<file path="config.mk">
export PLATFORM = sky130hd
export DESIGN_NAME = display_scan_mux
export DESIGN_NICKNAME = d
export VERILOG_FILES = /design/src/rtl/display_scan_mux.sv
export SDC_FILE = /design/constraint.sdc
export NUM_CORES = 1
export LEC_CHECK = 0
export BUFFER_PORTS_ARGS = -buffer_cell sky130_fd_sc_hd__buf_2
export CAP_MARGIN = 20
export CELL_PAD_IN_SITES_DETAIL_PLACEMENT = 2
export CELL_PAD_IN_SITES_GLOBAL_PLACEMENT = 2
export CORE_AREA = 2 2 94 96
export DETAILED_ROUTE_END_ITERATION = 12
export DIE_AREA = 0 0 96 98
export GPL_TIMING_DRIVEN = 0
export PLACE_DENSITY_LB_ADDON = 0.1
export REMOVE_ABC_BUFFERS = 1
export SKIP_LAST_GASP = 1
export SLEW_MARGIN = 20
export SYNTH_ARGS = -nofsm -noshare
export SYNTH_HDL_FRONTEND = slang
export SYNTH_SLANG_ARGS = --single-unit
</file>
<file path="constraint.sdc">
create_clock -name clk -period 7.8 [get_ports clk]
set_clock_uncertainty 0.15 [all_clocks]
set_input_delay 2.34 -clock clk [delete_from_list [all_inputs] [get_ports clk]]
set_output_delay 2.34 -clock clk [all_outputs]
set_load 0.02 [all_outputs]
</file>
<file path="src/rtl/display_scan_mux.sv">
// Purpose : time-multiplexes four latched BCD digits (MM:SS) onto a 4-digit 7-seg display, with pair blink.
// Latency : anode/display_state/frame_start are registered; they change on the same edge as the slot.
// Backpr. : none; free-running scan, inputs are sampled once per frame (slot 3 -> slot 0).
//
// Ports   : clk, rst_n (async active-low)
//           min_tens/min_ones/sec_tens/sec_ones - live BCD digits, captured at each frame start
//           adj, sel       - adjust mode and selected pair (0 = minutes, 1 = seconds)
//           anode          - active-low one-hot digit enable, bit 3 = leftmost (min_tens)
//           display_state  - BCD code for the enabled digit (out-of-range digits shown as 0)
//           frame_start    - one-cycle pulse in the first cycle of each newly latched frame
// Option  : define LEADING_ZERO_BLANK_EN to darken slot 0 when the latched min_tens is 0.
module display_scan_mux #(
    parameter int REFRESH_DIV = 100000,
    parameter int BLINK_DIV   = 25000000
) (
    input  logic       clk,
    input  logic       rst_n,
    input  logic [3:0] min_tens,
    input  logic [3:0] min_ones,
    input  logic [3:0] sec_tens,
    input  logic [3:0] sec_ones,
    input  logic       adj,
    input  logic       sel,
    output logic [3:0] anode,
    output logic [3:0] display_state,
    output logic       frame_start
);

    localparam int RW = $clog2(REFRESH_DIV);
    localparam int BW = $clog2(BLINK_DIV);
    localparam logic [RW-1:0] REF_LAST   = RW'(REFRESH_DIV - 1);
    localparam logic [BW-1:0] BLINK_LAST = BW'(BLINK_DIV - 1);

    // first_q marks the first edge after reset: it loads the frame and starts
    // slot 0 without advancing either counter, so slot 0 gets a full period.
    logic                first_q;
    logic [RW-1:0]       ref_cnt;
    logic [1:0]          slot;
    logic [BW-1:0]       blink_cnt;
    logic                blink_phase;
    // Element 3 = min_tens ... element 0 = sec_ones, so slot s reads element ~s.
    logic [3:0][3:0]     digits_q;

    logic                ref_tick;
    logic                blink_wrap;
    logic                slot_upd;
    logic                frame_load;
    logic [RW-1:0]       ref_cnt_nxt;
    logic [BW-1:0]       blink_cnt_nxt;
    logic                blink_phase_nxt;
    logic [1:0]          slot_nxt;
    logic [3:0][3:0]     digits_nxt;
    logic [3:0]          digit_sel;
    logic [3:0]          ds_nxt;
    logic                blank;
    logic [3:0]          anode_nxt;

    always_comb begin
        ref_tick        = !first_q && (ref_cnt == REF_LAST);
        blink_wrap      = !first_q && (blink_cnt == BLINK_LAST);
        slot_upd        = first_q || ref_tick;
        frame_load      = first_q || (ref_tick && (slot == 2'd3));

        ref_cnt_nxt     = slot_upd ? '0 : ref_cnt + RW'(1);
        blink_cnt_nxt   = first_q ? blink_cnt : (blink_wrap ? '0 : blink_cnt + BW'(1));
        blink_phase_nxt = blink_wrap ? ~blink_phase : blink_phase;
        slot_nxt        = first_q ? 2'd0 : (ref_tick ? slot + 2'd1 : slot);

        digits_nxt      = frame_load ? {min_tens, min_ones, sec_tens, sec_ones} : digits_q;
        digit_sel       = digits_nxt[~slot_nxt];
        ds_nxt          = (digit_sel > 4'd9) ? 4'd0 : digit_sel;

        // Slots 2/3 are the seconds pair; blank the selected pair in the dark phase.
        blank           = adj && !blink_phase_nxt && (slot_nxt[1] == sel);
`ifdef LEADING_ZERO_BLANK_EN
        if ((slot_nxt == 2'd0) && (digits_nxt[3] == 4'd0)) begin
            blank = 1'b1;
        end
`else
`endif
        anode_nxt       = blank ? 4'b1111 : ~(4'b1000 >> slot_nxt);
    end

    always_ff @(posedge clk or negedge rst_n) begin
        if (!rst_n) begin
            first_q       <= 1'b1;
            ref_cnt       <= '0;
            slot          <= 2'd0;
            blink_cnt     <= '0;
            blink_phase   <= 1'b1;
            digits_q      <= '0;
            anode         <= 4'b1111;
            display_state <= 4'd0;
            frame_start   <= 1'b0;
        end else begin
            first_q     <= 1'b0;
            ref_cnt     <= ref_cnt_nxt;
            slot        <= slot_nxt;
            blink_cnt   <= blink_cnt_nxt;
            blink_phase <= blink_phase_nxt;
            digits_q    <= digits_nxt;
            frame_start <= frame_load;
            // adj/sel/blink are only sampled at slot updates: no mid-slot flicker.
            if (slot_upd) begin
                anode         <= anode_nxt;
                display_state <= ds_nxt;
            end
        end
    end

endmodule
</file>
-- Yosys cells after proc, flatten, opt, wreduce, memory -nomap -nowiden
Cells that the tools add are included.
- register bits: 71
- latch bits: 0
- RAM bits: 0
- memory bits (read-only): 0
- output and inout bits: 9
- logic and storage cells: 44
- memories kept: 0
- add/subtract/negate cells: 3
- multiply operators: 0
- div/mod/pow operators: 0
- magnitude comparators: 2
- equal/unequal tests: 4
- shift-type cells: 1
- mux-type cells: 10
- bitwise logic cells: 3
- reductions and logical operators: 9
- operator list (cell ; count):
    25-bit by 1-bit adder with 25-bit output, second input constant ; 1
    25-bit == test, second input constant ; 1
    25-bit two-way mux ; 1
    17-bit by 1-bit adder with 17-bit output, second input constant ; 1
    17-bit == test, second input constant ; 1
    17-bit two-way mux ; 1
    16-bit two-way mux ; 1
    4-bit two-way mux ; 3
    4-bit binary-select mux with 2-bit select ; 1
    1-bit logical AND ; 5
    4-bit greater-than comparator, second input constant ; 1
    2-bit two-way mux ; 2
    4-bit NOT ; 1
    4-bit by 2-bit >> shifter with 4-bit output, first input constant ; 1
    2-bit by 3-bit less-than comparator with 1-bit output, second input constant ; 1
    2-bit by 1-bit adder with 2-bit output, second input constant ; 1
    2-bit == test, second input constant ; 1
    1-bit logical NOT ; 2
    1-bit logical OR ; 2
    2-bit NOT ; 1
    1-bit == test ; 1
    1-bit two-way mux ; 1
    1-bit NOT ; 1

-- Depth between registers and ports, before layout
- word-level depth: 9
- gate-level depth with buffers: 10
- mapped depth without buffers: 9

-- Worst setup path before layout
Ideal clock, no wire load.
- path type: input-to-reg
- start: input min_tens[2]
- end: register display_state[0]
- arrival: 3.479 ns
- data required time: 7.568 ns
- path slack: 4.089 ns
- stages on the path: 7
- buffers on the path: 0
- path through: inv_1 a21o_1 a32oi_1 o21ai_0 o22ai_1 or4_1 a31oi_1
- word-level cells in the longest chain between the ends: 5
- RTL lines (element ; line ; source):
    start, declared ; 18 ; input logic [3:0] min_tens,
    16-bit two-way mux ; 69 ; digits_nxt = frame_load ? {min_tens, min_ones, sec_tens, sec_ones} : digits_q;
    4-bit binary-select mux with 2-bit select ; 70 ; digit_sel = digits_nxt[~slot_nxt];
    4-bit two-way mux (implied by the code) ; 70 ;
    4-bit greater-than comparator ; 71 ; ds_nxt = (digit_sel > 4'd9) ? 4'd0 : digit_sel;
    4-bit two-way mux ; 71 ;
    end signal, assigned ; 106 ; display_state <= ds_nxt;
    end, declared ; 25 ; output logic [3:0] display_state,
No other way between the ends. The select of a mux whose other input is x is not followed.
A chain may end at the register's enable or synchronous reset.

-- Worst setup path after layout
- start: register ref_cnt[0]
- end: register display_state[0]
- word-level cells in the longest chain between the ends: 9
- elaborated cells on any way between the ends: 13
- those cells by class: order compare (1); eq/ne (1); mux (6); bitwise (1); reduce/logical (4)
- RTL lines (element ; line ; source):
    start, declared ; 37 ; logic [RW-1:0] ref_cnt;
    start signal, assigned ; 97 ; ref_cnt <= ref_cnt_nxt;
    17-bit == test (*) ; 59 ; ref_tick = !first_q && (ref_cnt == REF_LAST);
    1-bit logical AND (*) ; 59 ;
    1-bit logical AND (*) ; 62 ; frame_load = first_q || (ref_tick && (slot == 2'd3));
    1-bit logical OR (*) ; 62 ;
    via frame_load ; 47 ; logic frame_load;
    16-bit two-way mux (*) ; 69 ;
    4-bit binary-select mux with 2-bit select (*) ; 70 ;
    4-bit two-way mux (implied by the code) (*) ; 70 ;
    4-bit greater-than comparator ; 71 ;
    4-bit two-way mux (*) ; 71 ;
The timed path passes the listed nets; every way through them passes the cells marked *. The select of a mux whose other input is x is not followed.

==> results.yml <==
global_routing:
  grt_max_degree: 42
  grt_pass1_wl_um: 14400
  grt_util_met2: 0.309
  track_usage: 0.198
  grt_overflow_total: 0
  antenna_found_initial: 1
  grtUsageMet3: 0.0509
  grt_pass1_vias: 2853
  grt_use_met1: 0.277
  top_usage_layer: "met2"
drt:
  viasPerCell: 5.35
  dr.pass1.iters: 4
  route.detailed.drc: 0
  drtAntennaViolNets: 0
  vias: 2582
  drt_wl_total_um: 8190
  first_iter_violations: 77
  wl_per_cell_um: 17.0
place:
  hpwlAfterDp_um: 5990
  placed_cell_area_um2: 3720
  gp_congestion: 0.728
  io_buffers: 28
  place_ws_ns: 3.77
timing:
  post-route-min-period_ns: 3.71
  worstMarginPinSlew_ns: 0.957
  finalSetupViolCount: 0
  fin_setup_tns_ns: 0
  hold_violations: 0
  fin_crit_sh: 0.476
  setup_slack_ns: 4.09
  max_freq_mhz: 269
  relSlewSlack: 0.362
  drv_slew: 0
  rsz0062_at_grt: "no"
finish:
  seq_area_um2: 1780
  layout-drive-gt1-share: 0.174
  nets: 392
  areaGrowthSynthToFinish_pct: 11.8
  fill_cells: 936
  multi_input_area_um2: 1560
  final_area_um2: 3890
clock_network:
  hold_buffers: 0
  cts_setup_buffers: 0
  cts.repair.resized: 0
  cts_inserted_buffers: 9
  clk_latency_ns: 0.35
  htreeDepth: 3
  clk_path_buf_depth: 2
  cts_tree: "yes"
  root_buffer: "clkbuf_8"
  cts.clk_slew.worst_paths_ns: 0.08
  clock-sinks: 71
yosys:
  synth.top_cell.area_share: 0.468
  synth-simple-area-share: 0.198
  synth_mux_area_frac: 0.0417
  synth-xor-area-share: 0.0961
  synthDistinctLibCells: 52
  yosys_warnings: 0
  synth_enable_flop_cells: 0
  synth_cells: 339
  syn_avg_cell_area_um2: 10.3
  yosys-top-cells-area: "dfrtp_1 (47%), xor2_1 (5.3%), dfstp_2 (4.5%), nor2_1 (4.5%), nand2_1 (3.8%)"
  ys_seq_area_frac: 0.513
  synth_top_family_by_area: "simple AND/OR/NAND/NOR gates"
  synth_flop_cell: "dfrtp_1"
  async_reset_ff_frac: 1.00
  netlist_area_um2: 3480
  ys_seq_elements: 71
  synth_compound_area_frac: 0.0972
  synth_top_area_cell: "dfrtp_1"
  synth_fa_ha_area_frac: 0.0108
floorplanning:
  initial_utilization: 0.411
  rows: 34
  core_area_um2: 8470
  die_x_um: 96
  ios: 29
  die_h_um: 98
  design.die.area_um2: 9410
worst_setup_path:
  start_kind: "register"
  path_max_fanout: 17
  critical_path_required_ns: 7.83
  critical_path_class: "reg -> reg"
  end_kind: "register"
  critPathArrivalTime_ns: 3.74
flow_run:
  drv_cap: 0
pwr:
  powerDensity_nw_per_um2: 191
  ir_drop_mv: 0.0712
  leakage_nw: 1.83
worst_hold_path:
  hp-class: "reg -> reg"
outcome:
  status: "finished, final reports clean"
cell usage after synthesis (3+ instances only):
master / number
inv_1: 15
mux2i_1: 10
mux2_2: 4
and3_1: 14
nand4_1: 7
clkbuf_1: 6
a21oi_1: 5
xor2_1: 21
o21ai_0: 11
xnor2_1: 14
a21o_1: 6
nor3_1: 7
dfrtp_1: 65
nand2_1: 35
nor2_1: 42
ha_1: 3
or3_1: 3
buf_4: 3
nand3_1: 13
dfstp_2: 6
a31oi_1: 7
metrics by stage:
| stage | instances | power (mW) | hold slack (ns) | utilization |
|---|---|---|---|---|
| 2_1_floorplan | 328 | 0.461 | 0.282 | - |
| 3_3_place_gp | 464 | 0.489 | 0.298 | 0.435 |
| 3_5_place_dp | 466 | 0.496 | 0.305 | 0.440 |
| 4_1_cts | 482 | 0.753 | 0.320 | 0.459 |
| 5_1_grt | 482 | 0.784 | 0.370 | 0.459 |
| 6_report | 483 | 0.742 | 0.313 | 0.459 |
state kept, by name, indices dropped and copies added (netlist names):
register and flops:
blink_phase 1, blink_cnt 25, anode 4, digits_q 16, display_state 4, frame_start 1
first_q 1, slot 2, ref_cnt 17
critical path, stage by stage (launching register included):
cell	delay [ns]
dfrtp_1	0.42
ha_1	0.26
and4_1	0.25
and4_4	0.28
a21oi_2	0.74
clkinv_1	0.47
a2111oi_0	0.60
a211o_2	0.18
a31o_2	0.15
a31oi_1	0.04
power breakdown:
group / switching, mW / internal [mW] / total (mW)
clock network: 0.140 / 0.115 / 0.255
registers: 0.0207 / 0.394 / 0.415
logic: 0.0420 / 0.0306 / 0.0727
worst paths after layout:
path | startpoint | slack [ns] | end | depth (start not counted)
max in group asynchronous | rst_n | 5.10 | first_q | 2
min in group asynchronous | rst_n | 1.77 | ref_cnt[3] | 1
worst max register to register | ref_cnt[0] | 4.09 | display_state[0] | 9
worst max-delay path | ref_cnt[0] | 4.09 | display_state[0] | 9
worst min-delay path | digits_q[12] | 0.31 | digits_q[12] | 2
worst min register to register | digits_q[12] | 0.31 | digits_q[12] | 2
layer usage:
layer,up-vias,part of all wire
li1,1232,-
met1,1311,0.48
met2,29,0.48
met3,8,0.034
met4,2,0.0093
met5,-,0.0016
layout make-up:
type                       count  share of cell area
tap                          108              0.0348
timing repair buffer          30              0.0448
clock inverter                 4             0.00612
clock buffer                  12              0.0348
antenna                        1            0.000644
multi-input combinational    240               0.400
inverter                      17              0.0196
sequential                    71               0.459
cells in the final DEF (no fill, tap or decap), drive strengths merged, types with 7 or more instances in the layout:
| cell type | instances |
|---|---|
| a21oi | 7 |
| a31oi | 7 |
| and3 | 14 |
| buf | 30 |
| clkbuf | 12 |
| dfrtp | 65 |
| inv | 15 |
| mux2i | 10 |
| nand2 | 35 |
| nand3 | 13 |
| nand4 | 7 |
| nor2 | 42 |
| nor3 | 7 |
| o21ai | 11 |
| xnor2 | 15 |
| xor2 | 21 |
logic make-up (layout without fill, tap and decap cells):
group	count (synthesis)	after routing
other	1	2
flip-flops	71	71
AND/OR/NAND/NOR	137	137
multiplexers	14	14
adder cells (fa/ha/maj)	3	3
buffers and inverters	28	63
AO/OA/AOI/OAI	49	49
XOR/XNOR	36	36
No activity file was read; power rests on OpenSTA's default activity.
